===== src/rtl/jogo_pkg.sv =====
// Shared game definitions: cell codes, verifier state encoding and the table
// of the 8 winning lines of a 3x3 micro-board.
package jogo_pkg;

    typedef enum logic [1:0] {
        VAZIO     = 2'b00,
        JOGADOR_X = 2'b01,
        JOGADOR_O = 2'b10
    } celula_t;

    typedef enum logic [2:0] {
        ESPERA = 3'd0,
        LE     = 3'd1,
        DRENA  = 3'd2,
        AVALIA = 3'd3,
        FIM    = 3'd4
    } estado_t;

    localparam int CELULAS = 9;
    localparam int LINHAS  = 8;

    typedef logic [3:0] indice_t;

    // Rows, then columns, then the two diagonals; this order sets which win is reported first.
    localparam indice_t LINHA_TAB [LINHAS][3] = '{
        '{4'd0, 4'd1, 4'd2},
        '{4'd3, 4'd4, 4'd5},
        '{4'd6, 4'd7, 4'd8},
        '{4'd0, 4'd3, 4'd6},
        '{4'd1, 4'd4, 4'd7},
        '{4'd2, 4'd5, 4'd8},
        '{4'd0, 4'd4, 4'd8},
        '{4'd2, 4'd4, 4'd6}
    };

endpackage


===== src/rtl/avalia_linha.sv =====
// Combinational check of one line of three cells: wins when all three hold the
// same player code (code 11 counts as empty and never wins).
module avalia_linha
    import jogo_pkg::*;
#(
    parameter int CELL_W = 2
) (
    input  logic [CELL_W-1:0] a,
    input  logic [CELL_W-1:0] b,
    input  logic [CELL_W-1:0] c,
    output logic              ganhou,
    output logic [1:0]        codigo
);

    logic jogador;

    assign jogador = (a == CELL_W'(JOGADOR_X)) || (a == CELL_W'(JOGADOR_O));
    assign ganhou  = jogador && (a == b) && (b == c);
    assign codigo  = ganhou ? a[1:0] : 2'b00;

endmodule


===== src/rtl/verificador_tabuleiro_seq.sv =====
// Reads one micro-board from the board RAM, one cell per cycle, then scans the
// 8 winning lines. Define VERIFICA_EMPATE_EN to also report a full-board draw.
module verificador_tabuleiro_seq
    import jogo_pkg::*;
#(
    parameter int ADDR_W = 7,
    parameter int CELL_W = 2
) (
    input  logic              clock,
    input  logic              reset,
    input  logic              inicia,
    input  logic [3:0]        macro_idx,
    output logic [ADDR_W-1:0] ram_addr,
    output logic              ram_re,
    input  logic [CELL_W-1:0] ram_dado,
    output logic              ocupado,
    output logic              pronto,
    output logic [1:0]        vencedor,
    output logic              empate,
    output logic              erro,
    output logic [2:0]        db_estado
);

    estado_t           estado;
    estado_t           proximo;
    logic [ADDR_W-1:0] base;
    logic [ADDR_W-1:0] idx_ext;
    logic [3:0]        k;
    logic [2:0]        j;
    logic [CELL_W-1:0] celula [CELULAS];
    logic              idx_valido;
    logic [CELL_W-1:0] la;
    logic [CELL_W-1:0] lb;
    logic [CELL_W-1:0] lc;
    logic              ganhou;
    logic [1:0]        codigo;
    logic              ultima_linha;

    assign idx_ext      = ADDR_W'(macro_idx);
    assign idx_valido   = (macro_idx <= 4'd8);
    assign ultima_linha = (j == 3'(LINHAS - 1));
    assign db_estado    = estado;

    assign la = celula[LINHA_TAB[j][0]];
    assign lb = celula[LINHA_TAB[j][1]];
    assign lc = celula[LINHA_TAB[j][2]];

    avalia_linha #(.CELL_W(CELL_W)) u_linha (
        .a      (la),
        .b      (lb),
        .c      (lc),
        .ganhou (ganhou),
        .codigo (codigo)
    );

    always_ff @(posedge clock or negedge reset) begin
        if (!reset) estado <= ESPERA;
        else        estado <= proximo;
    end

    always_comb begin
        proximo  = estado;
        ram_re   = 1'b0;
        ram_addr = '0;
        ocupado  = 1'b1;
        pronto   = 1'b0;
        case (estado)
            ESPERA: begin
                ocupado = 1'b0;
                if (inicia) proximo = idx_valido ? LE : FIM;
            end
            LE: begin
                ram_re   = 1'b1;
                ram_addr = base + ADDR_W'(k);
                if (k == 4'(CELULAS - 1)) proximo = DRENA;
            end
            DRENA:   proximo = AVALIA;
            AVALIA:  if (ganhou || ultima_linha) proximo = FIM;
            FIM: begin
                pronto  = 1'b1;
                proximo = ESPERA;
            end
            default: proximo = ESPERA;
        endcase
    end

    // RAM data lags the address by one cycle, so cell k-1 lands while address k is out.
    always_ff @(posedge clock or negedge reset) begin
        if (!reset) begin
            base     <= '0;
            k        <= '0;
            j        <= '0;
            vencedor <= 2'b00;
            erro     <= 1'b0;
            for (int i = 0; i < CELULAS; i++) celula[i] <= '0;
        end else begin
            case (estado)
                ESPERA: if (inicia) begin
                    vencedor <= 2'b00;
                    k        <= '0;
                    j        <= '0;
                    if (idx_valido) begin
                        base <= (idx_ext << 3) + idx_ext;
                        erro <= 1'b0;
                    end else begin
                        erro <= 1'b1;
                    end
                end
                LE: begin
                    if (k != 4'd0) celula[k - 4'd1] <= ram_dado;
                    k <= k + 4'd1;
                end
                DRENA: begin
                    celula[CELULAS - 1] <= ram_dado;
                    j <= '0;
                end
                AVALIA: begin
                    if (ganhou) vencedor <= codigo;
                    j <= j + 3'd1;
                end
                default: ;
            endcase
        end
    end

`ifdef VERIFICA_EMPATE_EN
    logic cheio;
    logic empate_q;

    always_comb begin
        cheio = 1'b1;
        for (int i = 0; i < CELULAS; i++) begin
            if (!((celula[i] == CELL_W'(JOGADOR_X)) || (celula[i] == CELL_W'(JOGADOR_O))))
                cheio = 1'b0;
        end
    end

    always_ff @(posedge clock or negedge reset) begin
        if (!reset)
            empate_q <= 1'b0;
        else if (estado == ESPERA && inicia)
            empate_q <= 1'b0;
        else if (estado == AVALIA && !ganhou && ultima_linha)
            empate_q <= cheio;
    end

    assign empate = empate_q;
`else
    assign empate = 1'b0;
`endif

endmodule


===== config.mk =====
export PLATFORM = sky130hd
export DESIGN_NAME = verificador_tabuleiro_seq
export DESIGN_NICKNAME = d
export VERILOG_FILES = /design/src/rtl/jogo_pkg.sv /design/src/rtl/avalia_linha.sv /design/src/rtl/verificador_tabuleiro_seq.sv
export SDC_FILE = /design/constraint.sdc
export NUM_CORES = 1
export LEC_CHECK = 0
export ABC_AREA = 1
export CAP_MARGIN = 20
export CORE_MARGIN = 5
export CORE_UTILIZATION = 43
export CTS_BUF_LIST = sky130_fd_sc_hd__clkbuf_2 sky130_fd_sc_hd__clkbuf_4 sky130_fd_sc_hd__clkbuf_8
export DETAILED_ROUTE_END_ITERATION = 10
export PLACE_DENSITY_LB_ADDON = 0.3
export SLEW_MARGIN = 20
export SYNTH_ARGS = -nofsm -noshare
export SYNTH_HDL_FRONTEND = slang
export SYNTH_SLANG_ARGS = --single-unit

===== constraint.sdc =====
create_clock -name clock -period 4 [get_ports clock]
set_clock_uncertainty 0.15 [all_clocks]
set_input_delay 0.4 -clock clock [delete_from_list [all_inputs] [get_ports clock]]
set_output_delay 0.4 -clock clock [all_outputs]
set_load 0.01 [all_outputs]

==> results.toml, run 1 <==
[cts]
clk_path_buf_depth = 2
clk_pin_slew_worst_paths_ps = 80
tritoncts = "done"
cts_made_buffers = 5
cts.sinks = 38
clock_latency_ps = 290
clockRootBuffer = "clkbuf_8"
htree_levels = 2
cts_hold_buf = 0
cts_resized = 0
postCtsSetupBuffers = 0

[cells_and_area]
fill_cells = 618
n_antenna_cell = 0
drive_gt1_frac = 0.1191
fin_util = 0.5100
num-nets-final = 430
syn2layout_area_growth_pct = 14.47

[drt]
wl_um = 6463
drt_pre_antenna_iters = 5
vias = 2498
drcViolationCount = 0
vias_per_cell = 5.204
post_drt_wl_per_cell_um = 13.46
drt_iter0_drc = 139
ant_nets = 0

[sta]
relSlewSlack = 0.4321
setup_viol = 0
max_freq_ghz = 0.3125
hold_violations = 0
fin_crit_sh = 0.7999
finalSetupTns_ps = 0
grt_setup_unrepaired = "no"
worst_slew_pin_slew_ps = 851.9
min_period_ps = 3200
slew_viol_final = 0

[floorplan]
dieArea_sq_um = 8344
die_h_um = 91.35
coreArea_sq_um = 6386
die_x_um = 91.35
initial_core_util = 0.4455
num_rows = 29
io_pins = 26

[status]
outcome = "finished, final reports clean"

[power]
ir_drop_mv = 0.5461
p_per_area_nw_per_um2 = 883.0
leakage_nw = 1.597

[yosys]
syn_nets = 405
synth_edf_count = 0
syn_area_sq_um = 2845
ys_ff_latch = 38
syn_area_per_cell_sq_um = 7.547
synth-async-reset-ratio = 1.000
synth_seq_area_share = 0.3342
ys_types = 39
synthFlopType = "dfrtp_1"
syn_inst = 377
yosys_warnings = 0

[critical_path]
cp-end-kind = "primary output"
timing.rr.end = "vencedor[0]"
start_kind = "flip-flop"
arrival_ps = 2650
crit_required_ps = 3450
r2r_cells = 16
crit_slowest_cell = "clkdlybuf4s50_1"
worstPathCellList = "ha_1 > fa_1 > a21oi_1 > nor2_1 > nor2_1 > inv_1 > nand2_1 > nor3_1 > nor3_1 > clkdlybuf4s50_1"
critPathKind = "reg -> out"
critPathMaxFanout = 8
reg2reg_from = "j[0]"
slowest_delay_ps = 560
regToRegSetupSlack_ps = 1350

[flow_run]
max_cap_violations = 0

[placement]
dpl.hpwl_um = 5142
gp_congestion = 0.8837
port_buffers = 24

[global_routing]
antenna_found_initial = 0
grt_pass1_vias = 2212
grt_overflow = 0
grt_pass1_wl_um = 10920
grt_max_degree = 39
grt_use_total = 0.1589

[hold_path]
hold_class = "in -> async"
## metal layers
| metal | up-vias | part of all wire | GRT usage |
|---|---|---|---|
| li1 | 1279 | - | - |
| met1 | 1166 | 0.50 | 0.2372 |
| met2 | 46 | 0.46 | 0.2374 |
| met3 | 7 | 0.031 | 0.02810 |
| met4 | 0 | 0.010 | 0.04034 |
| met5 | - | 0 | 0 |
## cells by family (layout without fill, tap and decap cells)
family          Yosys count  count (layout)  share of synthesized area
fa+ha+maj                19              19                    0.08619
compound gates           47              47                    0.09851
xor+xnor                  6               6                    0.01847
mux                       6               6                    0.02375
buf+inv                  59              85                    0.09279
flops                    38              38                     0.3342
simple gates            201             201                     0.3448
other cells               1               1                   0.001318
## cell usage after synthesis, types with 3 or more instances
cell type / count / area (sq um)
a21oi_1: 6 / 30.03
a31oi_1: 4 / 25.02
dfrtp_1: 38 / 950.9
ha_1: 18 / 225.2
inv_1: 47 / 176.4
inv_2: 4 / 15.01
mux2_2: 6 / 67.56
nand2_1: 86 / 322.8
nand2_2: 3 / 18.77
nand2_4: 6 / 67.56
nand3_1: 56 / 280.3
nand3_2: 7 / 70.07
nor2_1: 29 / 108.9
nor2_2: 4 / 25.02
nor3_1: 4 / 20.02
o21ai_0: 24 / 120.1
o21ai_1: 3 / 15.01
o21ai_2: 3 / 26.28
o22ai_1: 3 / 18.77
xor2_1: 4 / 35.03
## worst max-delay path by stage
stage | from | endpoint | cells after the start
finish | k[0] | ram_addr[6] | 10
global route | k[0] | ram_addr[6] | 10
CTS | k[0] | ram_addr[6] | 10
detailed placement | k[0] | ram_addr[6] | 10
global placement | k[0] | ram_addr[6] | 10
floorplan | k[0] | ram_addr[6] | 9
## critical path: cells and delay by family (launching register included)
| family | cells | cell delay (ps) |
|---|---|---|
| fa+ha+maj | 2 | 660 |
| buf+inv | 2 | 630 |
| flops | 1 | 470 |
| simple gates | 5 | 430 |
| compound gates | 1 | 160 |
## layout by cell type (no fill, tap or decap), types with 2 or more instances in the layout
cell,Yosys,final
nand2_1,86,86
ha_1,18,18
nor2_2,4,4
inv_2,4,4
nand2_2,3,3
nand3_1,56,56
clkbuf_8,0,5
nand3_2,7,7
o21ai_2,3,3
o21ai_0,24,24
dfrtp_1,38,38
xor2_1,4,4
a21oi_1,6,6
o22ai_1,3,3
mux2_2,6,6
a31oi_1,4,4
o21ai_1,3,3
nand2_4,6,6
nor2_1,29,29
clkdlybuf4s50_1,0,23
nor3_1,4,4
xnor2_1,2,2
inv_1,47,47
bufinv_16,0,2
## stage by stage
step / power (W) / setup WS [ps] / cell area, sq um / std cells / hold slack, ps
6_report: 0.002876 / 800.3 / 3257 / 480 / 68.49
5_1_grt: 0.003156 / 596.9 / 3257 / 480 / 161.5
4_1_cts: 0.002889 / 787.6 / 3257 / 480 / 98.20
3_5_place_dp: 0.002488 / 1120 / 3119 / 472 / 319.0
3_3_place_gp: 0.002453 / 1178 / 3119 / 472 / 310.2
2_1_floorplan: 0.002031 / 1690 / 2845 / 377 / -45.59
## report_power, final
| part | switching (W) | total, W | internal, W |
|---|---|---|---|
| clock | 0.000142 | 0.000392 | 0.000250 |
| combinational | 0.00106 | 0.00174 | 0.000676 |
| sequential | 0.000191 | 0.000746 | 0.000554 |
## flip-flops by register name (all words and copies together) (netlist names)
name	cells
celula	18
base	7
k	4
db_estado	3
j	3
vencedor	2
erro	1
## area by class of cell
class                           instances  area [sq um]  area share
Tap cell                               77         96.34     0.02958
Inverter                               53         206.4     0.06339
Timing Repair Buffer                   24         235.2     0.07222
Clock buffer                            5         68.82     0.02113
Clock inverter                          3         68.82     0.02113
Multi-Input combinational cell        280          1630      0.5006
Sequential cell                        38         950.9      0.2920
No activity file was read; power rests on OpenSTA's default activity.
==> inputs of run 2 (changes only) <==
==> constraint.sdc (replaced) <==
create_clock -name clock -period 3.22 [get_ports clock]
set_clock_uncertainty 0.15 [all_clocks]
set_input_delay 0.322 -clock clock [delete_from_list [all_inputs] [get_ports clock]]
set_output_delay 0.322 -clock clock [all_outputs]
set_load 0.01 [all_outputs]
==> results.toml, run 2 (synthesis gave the netlist of run 1 again) <==
[status]
outcome = "finished with violations"
violations = "negative hold slack"

[floorplan]
dieArea_sq_um = 8344
io_pins = 26
num_rows = 29
coreArea_sq_um = 6386
die_h_um = 91.35
initial_core_util = 0.4455
die_x_um = 91.35

[sta]
slew_viol_final = 0
finalSetupTns_ps = 0
hold_violations = 10
fin_crit_sh = 0.9354
max_freq_ghz = 0.3320
min_period_ps = 3012
hold_slack_ps = -3.266
relSlewSlack = 0.4209
worst_slew_pin_slew_ps = 868.7
setup_viol = 0
grt_setup_unrepaired = "no"

[critical_path]
critPathMaxFanout = 8
start_kind = "flip-flop"
crit_required_ps = 2750
cp-end-kind = "primary output"
startpoint = "k[0]"
arrival_ps = 2540
reg2reg_from = "j[0]"
critPathKind = "reg -> out"

[cells_and_area]
largest_register_ffs = 18
multi_input_area_sq_um = 1649
drive_gt1_frac = 0.1266
final_area_sq_um = 3237
reg.largest.list = "celula (18), base (7), k (4)"
syn2layout_area_growth_pct = 13.76
top_register = "celula"
layout_commonest_cell = "nand2_1"
n_antenna_cell = 0
regArea_sq_um = 952.2
num-nets-final = 430
fill_cells = 633
final_cell_mix = "nand2_1, nand3_1, inv_1, dfrtp_1, nor2_1"

[drt]
post_drt_wl_per_cell_um = 13.58
drcViolationCount = 0
drt_iter0_drc = 114
ant_nets = 0
drt_pre_antenna_iters = 4
vias_per_cell = 5.100
wl_um = 6517
vias = 2448

[power]
p_per_area_nw_per_um2 = 1064
leakage_nw = 1.591
ir_drop_mv = 0.5068

[placement]
dpl.hpwl_um = 5108
gp_congestion = 0.8782
port_buffers = 24
placed_area_sq_um = 3119

[hold_path]
hold_class = "in -> async"

[cts]
tritoncts = "done"
cts_made_buffers = 5
clk_path_buf_depth = 2
clk_pin_slew_worst_paths_ps = 80
clockRootBuffer = "clkbuf_8"
cts.sinks = 38
clock_latency_ps = 290
htree_levels = 2

[global_routing]
use_met2 = 0.2602
grt_util_met1 = 0.2318
grt_pass1_vias = 2383
grt_overflow = 0
grt_use_total = 0.1667
antenna_found_initial = 0
grt_pass1_wl_um = 11510
grt_max_degree = 39
busiest_layer = "met2"
grtUsageMet3 = 0.03554

[flow_run]
max_cap_violations = 0
[run 2: where the power goes]
group	switching, W	internal, W	leakage [nW]
Clock	0.000173	0.000172	0.0472
Sequential	0.000244	0.000690	0.461
Combinational	0.00131	0.000851	1.08
[run 2: layout make-up]
cell class | count | area share
timing repair buffer | 24 | 0.07344
tap | 77 | 0.02976
inverter | 53 | 0.06378
clock inverter | 2 | 0.003865
multi-input combinational | 280 | 0.5095
sequential | 38 | 0.2942
clock buffer | 6 | 0.02551
[run 2: critical path: stages (launching register included)]
cell	delay, ps
dfrtp_2	460
ha_1	230
fa_1	400
a21oi_1	180
nor2_1	60
nor2_1	90
inv_1	70
nand2_1	70
nand2_1	50
nor2_1	90
clkdlybuf4s50_1	530
[run 2: per-layer routing]
layer  vias up  share of wire
li1       1274              -
met2        45           0.46
met1      1122           0.49
met4         0          0.015
met3         7          0.042
met5         -              0
[run 2: final timing paths]
path / endpoint / slack [ps] / cells after the start
worst max-delay path: ram_addr[4] / 210 / 10
worst min-delay path: celula[11] / -3 / 1
worst max register to register: vencedor[0] / 560 / 16
worst min register to register: vencedor[0] / 330 / 2
max in group asynchronous: k[0] / 2340 / 1
min in group clock: vencedor[0] / 330 / 2
[run 2: timing repair]
action	CTS	global route
resized for setup	0	5
endpoints found under the setup margin	0	2
setup buffers	0	0
hold buffers	0	0
[run 2: stage by stage]
step / total power [W] / setup slack (ps) / instances / utilization
floorplan: 0.002523 / 964.4 / 377 / -
global placement: 0.003045 / 463.8 / 472 / 0.4884
detailed placement: 0.003080 / 428.1 / 472 / 0.4884
CTS: 0.003440 / 86.76 / 480 / 0.5033
global route: 0.003832 / 12.47 / 480 / 0.5069
finish: 0.003445 / 208.1 / 480 / 0.5069
==> inputs of run 3 (changes only) <==
--- a/config.mk
+++ b/config.mk
@@ -7,8 +7,10 @@
 export LEC_CHECK = 0
 export ABC_AREA = 1
 export CAP_MARGIN = 20
+export CELL_PAD_IN_SITES_DETAIL_PLACEMENT = 1
+export CELL_PAD_IN_SITES_GLOBAL_PLACEMENT = 2
 export CORE_MARGIN = 5
-export CORE_UTILIZATION = 43
+export CORE_UTILIZATION = 35
 export CTS_BUF_LIST = sky130_fd_sc_hd__clkbuf_2 sky130_fd_sc_hd__clkbuf_4 sky130_fd_sc_hd__clkbuf_8
 export DETAILED_ROUTE_END_ITERATION = 10
 export PLACE_DENSITY_LB_ADDON = 0.3
==> results.toml, run 3 (synthesis gave the netlist of run 1 again) <==
[floorplan]
io_pins = 26
initial_core_util = 0.3644
dieArea_sq_um = 10030
coreArea_sq_um = 7807
die_h_um = 100.2
num_rows = 32
die_x_um = 100.2

[critical_path]
critPathKind = "reg -> out"
crit_required_ps = 2750
reg2reg_from = "j[0]"
crit_slowest_cell = "clkdlybuf4s50_1"
timing.rr.end = "vencedor[0]"
start_kind = "flip-flop"
r2r_cells = 16
slowest_delay_ps = 550
arrival_ps = 2530
timing.critical_path.mode_cell = "a21oi_1"
cp-end-kind = "primary output"
regToRegSetupSlack_ps = 490
critPathMaxFanout = 5
worstPathCellList = "ha_1 > a21oi_1 > inv_1 > a31oi_1 > nor2_1 > o21ai_1 > o21ai_0 > a21oi_1 > clkdlybuf4s50_1"

[cells_and_area]
reg.largest.list = "celula (18), base (7), k (4)"
multi_input_area_sq_um = 1630
drive_gt1_frac = 0.1259
regArea_sq_um = 952.2
syn2layout_area_growth_pct = 14.73
largest_register_ffs = 18
layout_commonest_cell = "nand2_1"
n_antenna_cell = 0
fill_cells = 996
top_register = "celula"
num-nets-final = 432
final_cell_mix = "nand2_1, nand3_1, inv_1, dfrtp_1, nor2_1"

[sta]
finalSetupTns_ps = 0
max_freq_ghz = 0.3326
hold_violations = 1
grt_setup_unrepaired = "no"
min_period_ps = 3007
fin_crit_sh = 0.9338
hold_slack_ps = -0.07849
worst_slew_pin_slew_ps = 906.3
relSlewSlack = 0.3958
slew_viol_final = 0
setup_viol = 0

[drt]
m1WireLength_um = 3878
wl_met3_um = 223
drt_iter0_drc = 82
drcViolationCount = 0
post_drt_wl_per_cell_um = 15.48
drt_pre_antenna_iters = 4
vias_per_cell = 5.004
wl_met2_um = 3672
ant_nets = 0
vias = 2537
top_layer = "met4"
wl_um = 7847

[cts]
clockRootBuffer = "clkbuf_8"
htree_levels = 2
clk_pin_slew_worst_paths_ps = 80
cts_made_buffers = 5
cts.sinks = 38
clk_path_buf_depth = 2
tritoncts = "done"
clock_latency_ps = 290

[global_routing]
grt_pass1_wl_um = 13000
grt_overflow = 0
grt_pass1_vias = 2625
antenna_found_initial = 0
grt_max_degree = 39
grt_use_total = 0.1624

[hold_path]
hold_class = "in -> async"

[power]
p_comb_frac = 0.634
switching_share = 0.5131
switchingPower_w = 0.001816
seq_power_share = 0.264
p_clk_frac = 0.102
leakage_nw = 1.606
ir_drop_mv = 0.4664
p_total_w = 0.003540
p_int_w = 0.001723
p_per_area_nw_per_um2 = 1084

[placement]
gp_congestion = 0.7723
port_buffers = 24
dpl.hpwl_um = 6299

[status]
outcome = "finished with violations"
violations = "negative hold slack"

[flow_run]
max_cap_violations = 0
-- run 3: cell count changes in the layout (fill, tap and decap cells not counted), sizes merged --
cell and delta:
buf +2, clkbuf +1, clkinvlp -1
-- run 3: critical path: cells and delay by family, from the launching register on --
kind	cells	cell delay, ps
AO/OA/AOI/OAI	5	770
buffers and inverters	2	600
flip-flops	1	450
adder cells (fa/ha/maj)	1	360
AND/OR/NAND/NOR	1	70
-- run 3: repair_timing --
action	in CTS	in global routing
setup buffers	0	2
hold buffers	0	0
resized for setup	0	3
setup endpoints to repair	0	3
-- run 3: worst max path at each step --
stage,slack (ps),end,from,cells after the start
after floorplan,960,vencedor[0],j[0],16
after global placement,430,ram_addr[6],k[0],10
after detailed placement,370,ram_addr[6],k[0],10
after CTS,30,ram_addr[6],k[0],10
after global routing,40,ram_addr[4],k[0],10
final,210,ram_addr[5],k[2],9
-- run 3: area by class of cell --
type / count / share of cell area
timing repair buffer: 26 / 0.07742
inverter: 53 / 0.06324
clock inverter: 1 / 0.001533
sequential: 38 / 0.2917
clock buffer: 7 / 0.02760
tap: 102 / 0.03910
multi-input combinational: 280 / 0.4994
-- run 3: power by group through the flow --
stage               clock (W)  sequential [W]  combinational, W
floorplan                   0        0.000857           0.00167
global placement            0        0.000942           0.00222
detailed placement          0        0.000949           0.00225
CTS                  0.000376        0.000940           0.00226
global route         0.000394        0.000961           0.00258
finish               0.000360        0.000936           0.00224
-- run 3: stage by stage --
| step | setup slack [ps] | utilization | instances | hold slack (ps) | instance area, sq um |
|---|---|---|---|---|---|
| 2_1_floorplan | 964.4 | - | 377 | -123.6 | 2845 |
| 3_3_place_gp | 429.7 | 0.4035 | 497 | 303.0 | 3151 |
| 3_5_place_dp | 370.8 | 0.4035 | 497 | 327.8 | 3151 |
| 4_1_cts | 29.60 | 0.4157 | 505 | 38.38 | 3246 |
| 5_1_grt | 35.93 | 0.4181 | 507 | 75.03 | 3264 |
| 6_report | 213.0 | 0.4181 | 507 | -0.07849 | 3264 |
-- run 3: metal layers --
| metal | up-vias | track usage |
|---|---|---|
| li1 | 1278 | - |
| met1 | 1222 | 0.2307 |
| met2 | 29 | 0.2599 |
| met3 | 8 | 0.02571 |
| met4 | 0 | 0.03731 |
| met5 | - | 0 |
